===== src/rtl/fc_pkg.sv =====
// rtl/fc_pkg.sv - shared types, widths and int8 requantize helper for the FC layer sequencer
package fc_pkg;

  typedef enum logic [2:0] {
    S_IDLE,
    S_CLEAR,
    S_ISSUE,
    S_WAIT_RES,
    S_COMPARE,
    S_DONE
  } state_t;

  localparam int DEF_ACC_W  = 21;
  localparam int DEF_ADDR_W = 16;

  localparam logic signed [7:0] INT8_MIN = -8'sd128;
  localparam logic signed [7:0] INT8_MAX = 8'sd127;

  // Arithmetic shift then clamp into the int8 range; input must be sign-extended to 32 bits.
  function automatic logic signed [7:0] sat8(input logic signed [31:0] v, input int unsigned sh);
    logic signed [31:0] s;
    s = v >>> sh;
    if (s > 32'sd127)       return INT8_MAX;
    else if (s < -32'sd128) return INT8_MIN;
    else                    return s[7:0];
  endfunction

endpackage


===== src/rtl/fc_rd_delay.sv =====
// rtl/fc_rd_delay.sv - RD_LAT-stage delay line carrying the read strobe and last-word tag
module fc_rd_delay #(
  parameter int RD_LAT = 1
) (
  input  logic clk,
  input  logic rst_n,
  input  logic en,
  input  logic last,
  output logic en_d,
  output logic last_d
);

  logic [RD_LAT-1:0] en_sr;
  logic [RD_LAT-1:0] last_sr;

  always_ff @(posedge clk or negedge rst_n) begin
    if (!rst_n) begin
      en_sr   <= '0;
      last_sr <= '0;
    end else begin
      en_sr[0]   <= en;
      last_sr[0] <= last;
      for (int i = 1; i < RD_LAT; i++) begin
        en_sr[i]   <= en_sr[i-1];
        last_sr[i] <= last_sr[i-1];
      end
    end
  end

  assign en_d   = en_sr[RD_LAT-1];
  assign last_d = last_sr[RD_LAT-1];

endmodule


===== src/rtl/fc_layer_sched.sv =====
// rtl/fc_layer_sched.sv - FC layer sequencer: MAC address streaming, int8 requantize, argmax
// Optional macro FC_SCORE_OUT_EN adds per-neuron score outputs (o_score_valid/o_score_idx/o_score).
module fc_layer_sched
  import fc_pkg::*;
#(
  parameter int N_OUT  = 10,
  parameter int WORDS  = 48,
  parameter int ADDR_W = DEF_ADDR_W,
  parameter int ACC_W  = DEF_ACC_W,
  parameter int SHIFT  = 4,
  parameter int RD_LAT = 1
) (
  input  logic                    clk,
  input  logic                    rst_n,
  input  logic                    i_start,
  input  logic [ADDR_W-1:0]       i_fm_base_addr,
  input  logic [ADDR_W-1:0]       i_wt_base_addr,
  output logic                    o_busy,
  output logic                    o_rd_en,
  output logic [ADDR_W-1:0]       o_fm_addr,
  output logic [ADDR_W-1:0]       o_wt_addr,
  output logic                    o_mac_clr,
  output logic                    o_mac_en,
  output logic                    o_mac_last,
  input  logic                    i_mac_valid,
  input  logic signed [ACC_W-1:0] i_mac_result,
  output logic                    o_done,
  output logic                    o_class_valid,
  output logic [7:0]              o_class_idx,
  output logic [7:0]              o_class_val
`ifdef FC_SCORE_OUT_EN
  ,
  output logic                    o_score_valid,
  output logic [7:0]              o_score_idx,
  output logic [7:0]              o_score
`endif
);

  localparam int WORD_W = (WORDS > 1) ? $clog2(WORDS) : 1;

  state_t             state;
  logic [ADDR_W-1:0]  fm_base;
  logic [ADDR_W-1:0]  wt_ptr;
  logic [WORD_W-1:0]  word;
  logic [7:0]         neuron;
  logic [7:0]         best_idx;
  logic signed [7:0]  best_val;
  logic signed [7:0]  q_reg;
  logic               rd_last;

  logic signed [31:0] res_ext;
  logic signed [7:0]  q_in;
  logic               improve;
  logic [ADDR_W-1:0]  next_off;

  always_comb begin
    res_ext  = 32'(i_mac_result);
    q_in     = sat8(res_ext, SHIFT);
    improve  = (q_reg > best_val);
    next_off = ADDR_W'(word) + ADDR_W'(1);
  end

  always_ff @(posedge clk or negedge rst_n) begin
    if (!rst_n) begin
      state         <= S_IDLE;
      fm_base       <= '0;
      wt_ptr        <= '0;
      word          <= '0;
      neuron        <= '0;
      best_idx      <= '0;
      best_val      <= INT8_MIN;
      q_reg         <= '0;
      rd_last       <= 1'b0;
      o_busy        <= 1'b0;
      o_rd_en       <= 1'b0;
      o_fm_addr     <= '0;
      o_wt_addr     <= '0;
      o_mac_clr     <= 1'b0;
      o_done        <= 1'b0;
      o_class_valid <= 1'b0;
      o_class_idx   <= '0;
      o_class_val   <= '0;
`ifdef FC_SCORE_OUT_EN
      o_score_valid <= 1'b0;
      o_score_idx   <= '0;
      o_score       <= '0;
`endif
    end else begin
      o_mac_clr <= 1'b0;
      o_rd_en   <= 1'b0;
      rd_last   <= 1'b0;
      o_done    <= 1'b0;
`ifdef FC_SCORE_OUT_EN
      o_score_valid <= 1'b0;
`endif
      case (state)
        S_IDLE: begin
          if (i_start) begin
            fm_base       <= i_fm_base_addr;
            wt_ptr        <= i_wt_base_addr;
            neuron        <= '0;
            best_idx      <= '0;
            best_val      <= INT8_MIN;
            o_class_valid <= 1'b0;
            o_busy        <= 1'b1;
            o_mac_clr     <= 1'b1;
            state         <= S_CLEAR;
          end
        end
        // Outputs are registered, so the first read is launched here to land in the first ISSUE cycle.
        S_CLEAR: begin
          word      <= '0;
          o_rd_en   <= 1'b1;
          o_fm_addr <= fm_base;
          o_wt_addr <= wt_ptr;
          rd_last   <= (WORDS == 1);
          state     <= S_ISSUE;
        end
        S_ISSUE: begin
          if (word == WORD_W'(WORDS - 1)) begin
            wt_ptr <= wt_ptr + ADDR_W'(WORDS);
            state  <= S_WAIT_RES;
          end else begin
            word      <= word + WORD_W'(1);
            o_rd_en   <= 1'b1;
            o_fm_addr <= fm_base + next_off;
            o_wt_addr <= wt_ptr + next_off;
            rd_last   <= (word == WORD_W'(WORDS - 2));
          end
        end
        S_WAIT_RES: begin
          if (i_mac_valid) begin
            q_reg <= q_in;
            state <= S_COMPARE;
`ifdef FC_SCORE_OUT_EN
            o_score_valid <= 1'b1;
            o_score_idx   <= neuron;
            o_score       <= q_in;
`endif
          end
        end
        S_COMPARE: begin
          if (improve) begin
            best_val <= q_reg;
            best_idx <= neuron;
          end
          if (neuron == 8'(N_OUT - 1)) begin
            o_done        <= 1'b1;
            o_class_valid <= 1'b1;
            o_class_idx   <= improve ? neuron : best_idx;
            o_class_val   <= improve ? q_reg : best_val;
            state         <= S_DONE;
          end else begin
            neuron    <= neuron + 8'd1;
            o_mac_clr <= 1'b1;
            state     <= S_CLEAR;
          end
        end
        S_DONE: begin
          o_busy <= 1'b0;
          state  <= S_IDLE;
        end
        default: state <= S_IDLE;
      endcase
    end
  end

  fc_rd_delay #(.RD_LAT(RD_LAT)) u_rd_delay (
    .clk    (clk),
    .rst_n  (rst_n),
    .en     (o_rd_en),
    .last   (rd_last),
    .en_d   (o_mac_en),
    .last_d (o_mac_last)
  );

endmodule


===== config.mk =====
export PLATFORM = sky130hd
export DESIGN_NAME = fc_layer_sched
export DESIGN_NICKNAME = d
export VERILOG_FILES = /design/src/rtl/fc_pkg.sv /design/src/rtl/fc_rd_delay.sv /design/src/rtl/fc_layer_sched.sv
export SDC_FILE = /design/constraint.sdc
export NUM_CORES = 1
export LEC_CHECK = 0
export BUFFER_PORTS_ARGS = -buffer_cell sky130_fd_sc_hd__buf_4
export CAP_MARGIN = 0
export CORE_ASPECT_RATIO = 1.25
export CORE_MARGIN = 5
export CORE_UTILIZATION = 35
export CTS_CLUSTER_DIAMETER = 50
export DETAILED_ROUTE_END_ITERATION = 8
export GPL_TIMING_DRIVEN = 0
export PLACE_DENSITY = 0.67
export SLEW_MARGIN = 20
export SYNTH_ARGS = -nofsm -noshare
export SYNTH_HDL_FRONTEND = slang
export SYNTH_SLANG_ARGS = --single-unit

===== constraint.sdc =====
create_clock -name clk -period 2.45 [get_ports clk]
set_input_delay 0.245 -clock clk [delete_from_list [all_inputs] [get_ports clk]]
set_output_delay 0.245 -clock clk [all_outputs]
set_load 0.02 [all_outputs]

==> flow_metrics.tcl <==
set metrics [dict create \
    synthesis.nets 835 \
    ys_top_cells_by_area "dfrtp_1 47%, nand2_1 9.2%, ha_1 5.4%, o21ai_0 4.6%, nand3_1 3.4%" \
    avgSynthCellArea_um2 9.028 \
    clkSinkCount 129 \
    setup.worst_path.class "reg -> reg" \
    synthMuxAreaShare_pct 0.6122 \
    synth_compound_area_share_pct 16.51 \
    grt_pass1_vias 5948 \
    cts_buffers 17 \
    fillers 1737 \
    pre_cts_slack_ns -0.3301 \
    syn2layout_area_growth_pct 33.12 \
    core-area_mm2 0.01885 \
    antenna_found_initial 0 \
    min_path_type "in -> reg" \
    synth_top_family_by_area "simple AND/OR/NAND/NOR gates" \
    p_leak_nw 4.115 \
    synth_cells 747 \
    drt-wirelength-per-cell_um 16.63 \
    synth_top_area_share_pct 47.50 \
    finalCriticalPeriod_ns 2.471 \
    crit_path_end_kind "flop" \
    ant_nets 0 \
    vias 5958 \
    ys_ff_latch 129 \
    async_reset_ff_share_pct 100.0 \
    multi_input_area_mm2 0.003636 \
    rsz0062_at_grt "true" \
    numPortBuffers 107 \
    hold_start "i_fm_base_addr[14]" \
    synth_xor_xnor_area_share_pct 4.935 \
    fin_skew_ns 0.01014 \
    layout-drive-gt1-share_pct 25.25 \
    synth_simple_gate_area_share_pct 20.00 \
    mostFrequentLayoutCells "162 x nand2_1, 124 x dfrtp_1, 119 x buf_4" \
    seqCellArea_mm2 0.003234 \
    ys_seq_area_share_pct 47.88 \
    reg2reg_depth 11 \
    synth_top_flop_cell "dfrtp_1" \
    cts.path.max_buffers 2 \
    gp_congestion 0.8591 \
    overflow 0 \
    grt_usage_pct 17.07 \
    critical_path.startpoint "word[0]$_DFFE_PN0P_" \
    via_per_inst 5.287 \
    timing.rr.start "word[0]$_DFFE_PN0P_" \
    timing.rr.end "o_wt_addr[6]$_DFFE_PN0P_" \
    layout.nets 973 \
    root_buffer "clkbuf_16" \
    worstMarginPinSlew_ns 0.8479 \
    slew_violations 0 \
    grt_pass1_wl_mm 30.14 \
    finalCritPeriodShare_pct 100.9 \
    arrival_ns 2.80 \
    r2r_setup_slack_ns -0.02 \
    hold_end "fm_base[14]$_DFFE_PN0P_" \
    ioPinCount 112 \
    clock_latency_ns 0.41 \
    clk_pin_slew_ns 0.06 \
    post-synth-top-area-cell "dfrtp_1" \
    outcome "complete, but fails checks" \
    cp.required_ns 2.78 \
    synth-edff-count 0 \
    firstDrtPassIters 4 \
    power_density_mw_per_mm2 1393 \
    hold_viol 0 \
    fp-row-count 56 \
    violations "setup timing" \
    final_common_cell "nand2_1" \
    cts_tree "built" \
    ir_worst_vdd_mv 0.6989 \
    die_area_mm2 0.02216 \
    clock.fmax_mhz 404.7 \
    die_x_um 134.2 \
    hold_depth 3 \
    routed_wl_mm 18.74 \
    maxCapViolCount 0 \
    synth_cell_types 64 \
    syn_area_mm2 0.006744 \
    yosysWarnings 0 \
    critPathLaunchType "flop" \
    dpl.hpwl_mm 13.64 \
    grt_max_degree 82 \
    setup_slack_ns -0.02111 \
    htree_levels 4 \
    drt_drc_violations_left 0 \
    drt_iter0_markers 314 \
    diodes 0 \
    yosys.area_share.adder_pct 5.974 \
    finalSetupViolations 5 \
    initial_core_util_pct 35.78 \
    slew_headroom_pct 43.26 \
    die_h_um 165.2 \
    cp_max_fo 5 \
    hold_ws_ns 0.01992 \
]
## timing repair
| item | 4_1_cts | 5_1_grt |
|---|---|---|
| hold buffers | 1 | 0 |
| hold endpoints to repair | 47 | 0 |
| setup buffers | 4 | 7 |
| pin swaps | 11 | 16 |
| gates resized for setup | 37 | 44 |
| endpoints found under the setup margin | 52 | 53 |
## metal layers
metal	GRT usage (%)	up-vias	part of all wire [%]
li1	-	2868	-
met5	0	-	0
met4	7.315	0	2.8
met1	20.33	2880	41
met2	29.79	175	51
met3	3.788	35	5.0
## worst max-delay path by stage
stage	slack, ns	end	cells past startpoint
after floorplan	0.04	o_wt_addr[15]$_DFFE_PN0P_	11
final	-0.02	o_wt_addr[6]$_DFFE_PN0P_	11
after global placement	-0.29	o_wt_addr[9]$_DFFE_PN0P_	10
after detailed placement	-0.33	o_wt_addr[15]$_DFFE_PN0P_	11
after CTS	0.0002	o_fm_addr[6]$_DFFE_PN0P_	9
after global routing	-0.14	o_wt_addr[15]$_DFFE_PN0P_	10
## per-stage QoR
step | utilization, % | setup TNS [ns] | power (W) | cells | instance area, µm²
detailed placement | 41.96 | -7.677 | 0.009293 | 1087 | 7909
finish | 47.63 | -0.05465 | 0.01251 | 1127 | 8977
floorplan | - | 0 | 0.007392 | 747 | 6780
global route | 47.63 | -1.187 | 0.01345 | 1127 | 8977
CTS | 46.25 | 0 | 0.01225 | 1120 | 8717
global placement | 41.78 | -6.102 | 0.009139 | 1086 | 7874
## report_power, final
part / switching [W] / total (W) / internal (W)
clock network: 0.000880 / 0.00254 / 0.00166
registers: 0.000714 / 0.00363 / 0.00291
logic: 0.00382 / 0.00634 / 0.00252
## area by class of cell
cell class | instances | area share (%)
buffer | 35 | 1.979
clock buffer | 24 | 5.366
clock inverter | 5 | 1.157
inverter | 30 | 1.282
multi-input combinational | 552 | 40.50
sequential | 129 | 36.03
tap | 232 | 3.233
timing repair buffer | 120 | 10.45
## Yosys cell counts (all sizes together) (3+ instances only)
master and instances:
a211o 4, a211oi 3, a21boi 3, a21o 9, a21oi 39, a31oi 11, and3 9, buf 17
clkbuf 19, dfrtp 128, ha 29, inv 29, mux2i 3, nand2 167, nand3 46, nand4 8
nor2 45, nor2b 6, nor3 10, nor3b 3, o211a 3, o211ai 6, o21ai 68, o311ai 9
o31ai 3, xnor2 24, xor2 14
## kinds of logic after synthesis
| group | after synthesis |
|---|---|
| flops | 129 |
| fa+ha+maj | 31 |
| simple gates | 304 |
| compound gates | 175 |
| xor+xnor | 38 |
| buf+inv | 66 |
| mux | 4 |
## critical path, stage by stage, from the launching register on
cell and delay [ns]:
dfrtp_2 0.43, buf_6 0.12, and3_4 0.19, nand3_4 0.10
xnor2_4 0.31, buf_4 0.18, ha_4 0.20, o211a_1 0.16
a221oi_2 0.27, xnor2_1 0.16, nand2_1 0.08, a31oi_1 0.18
Power figures use the tool's default switching activity.
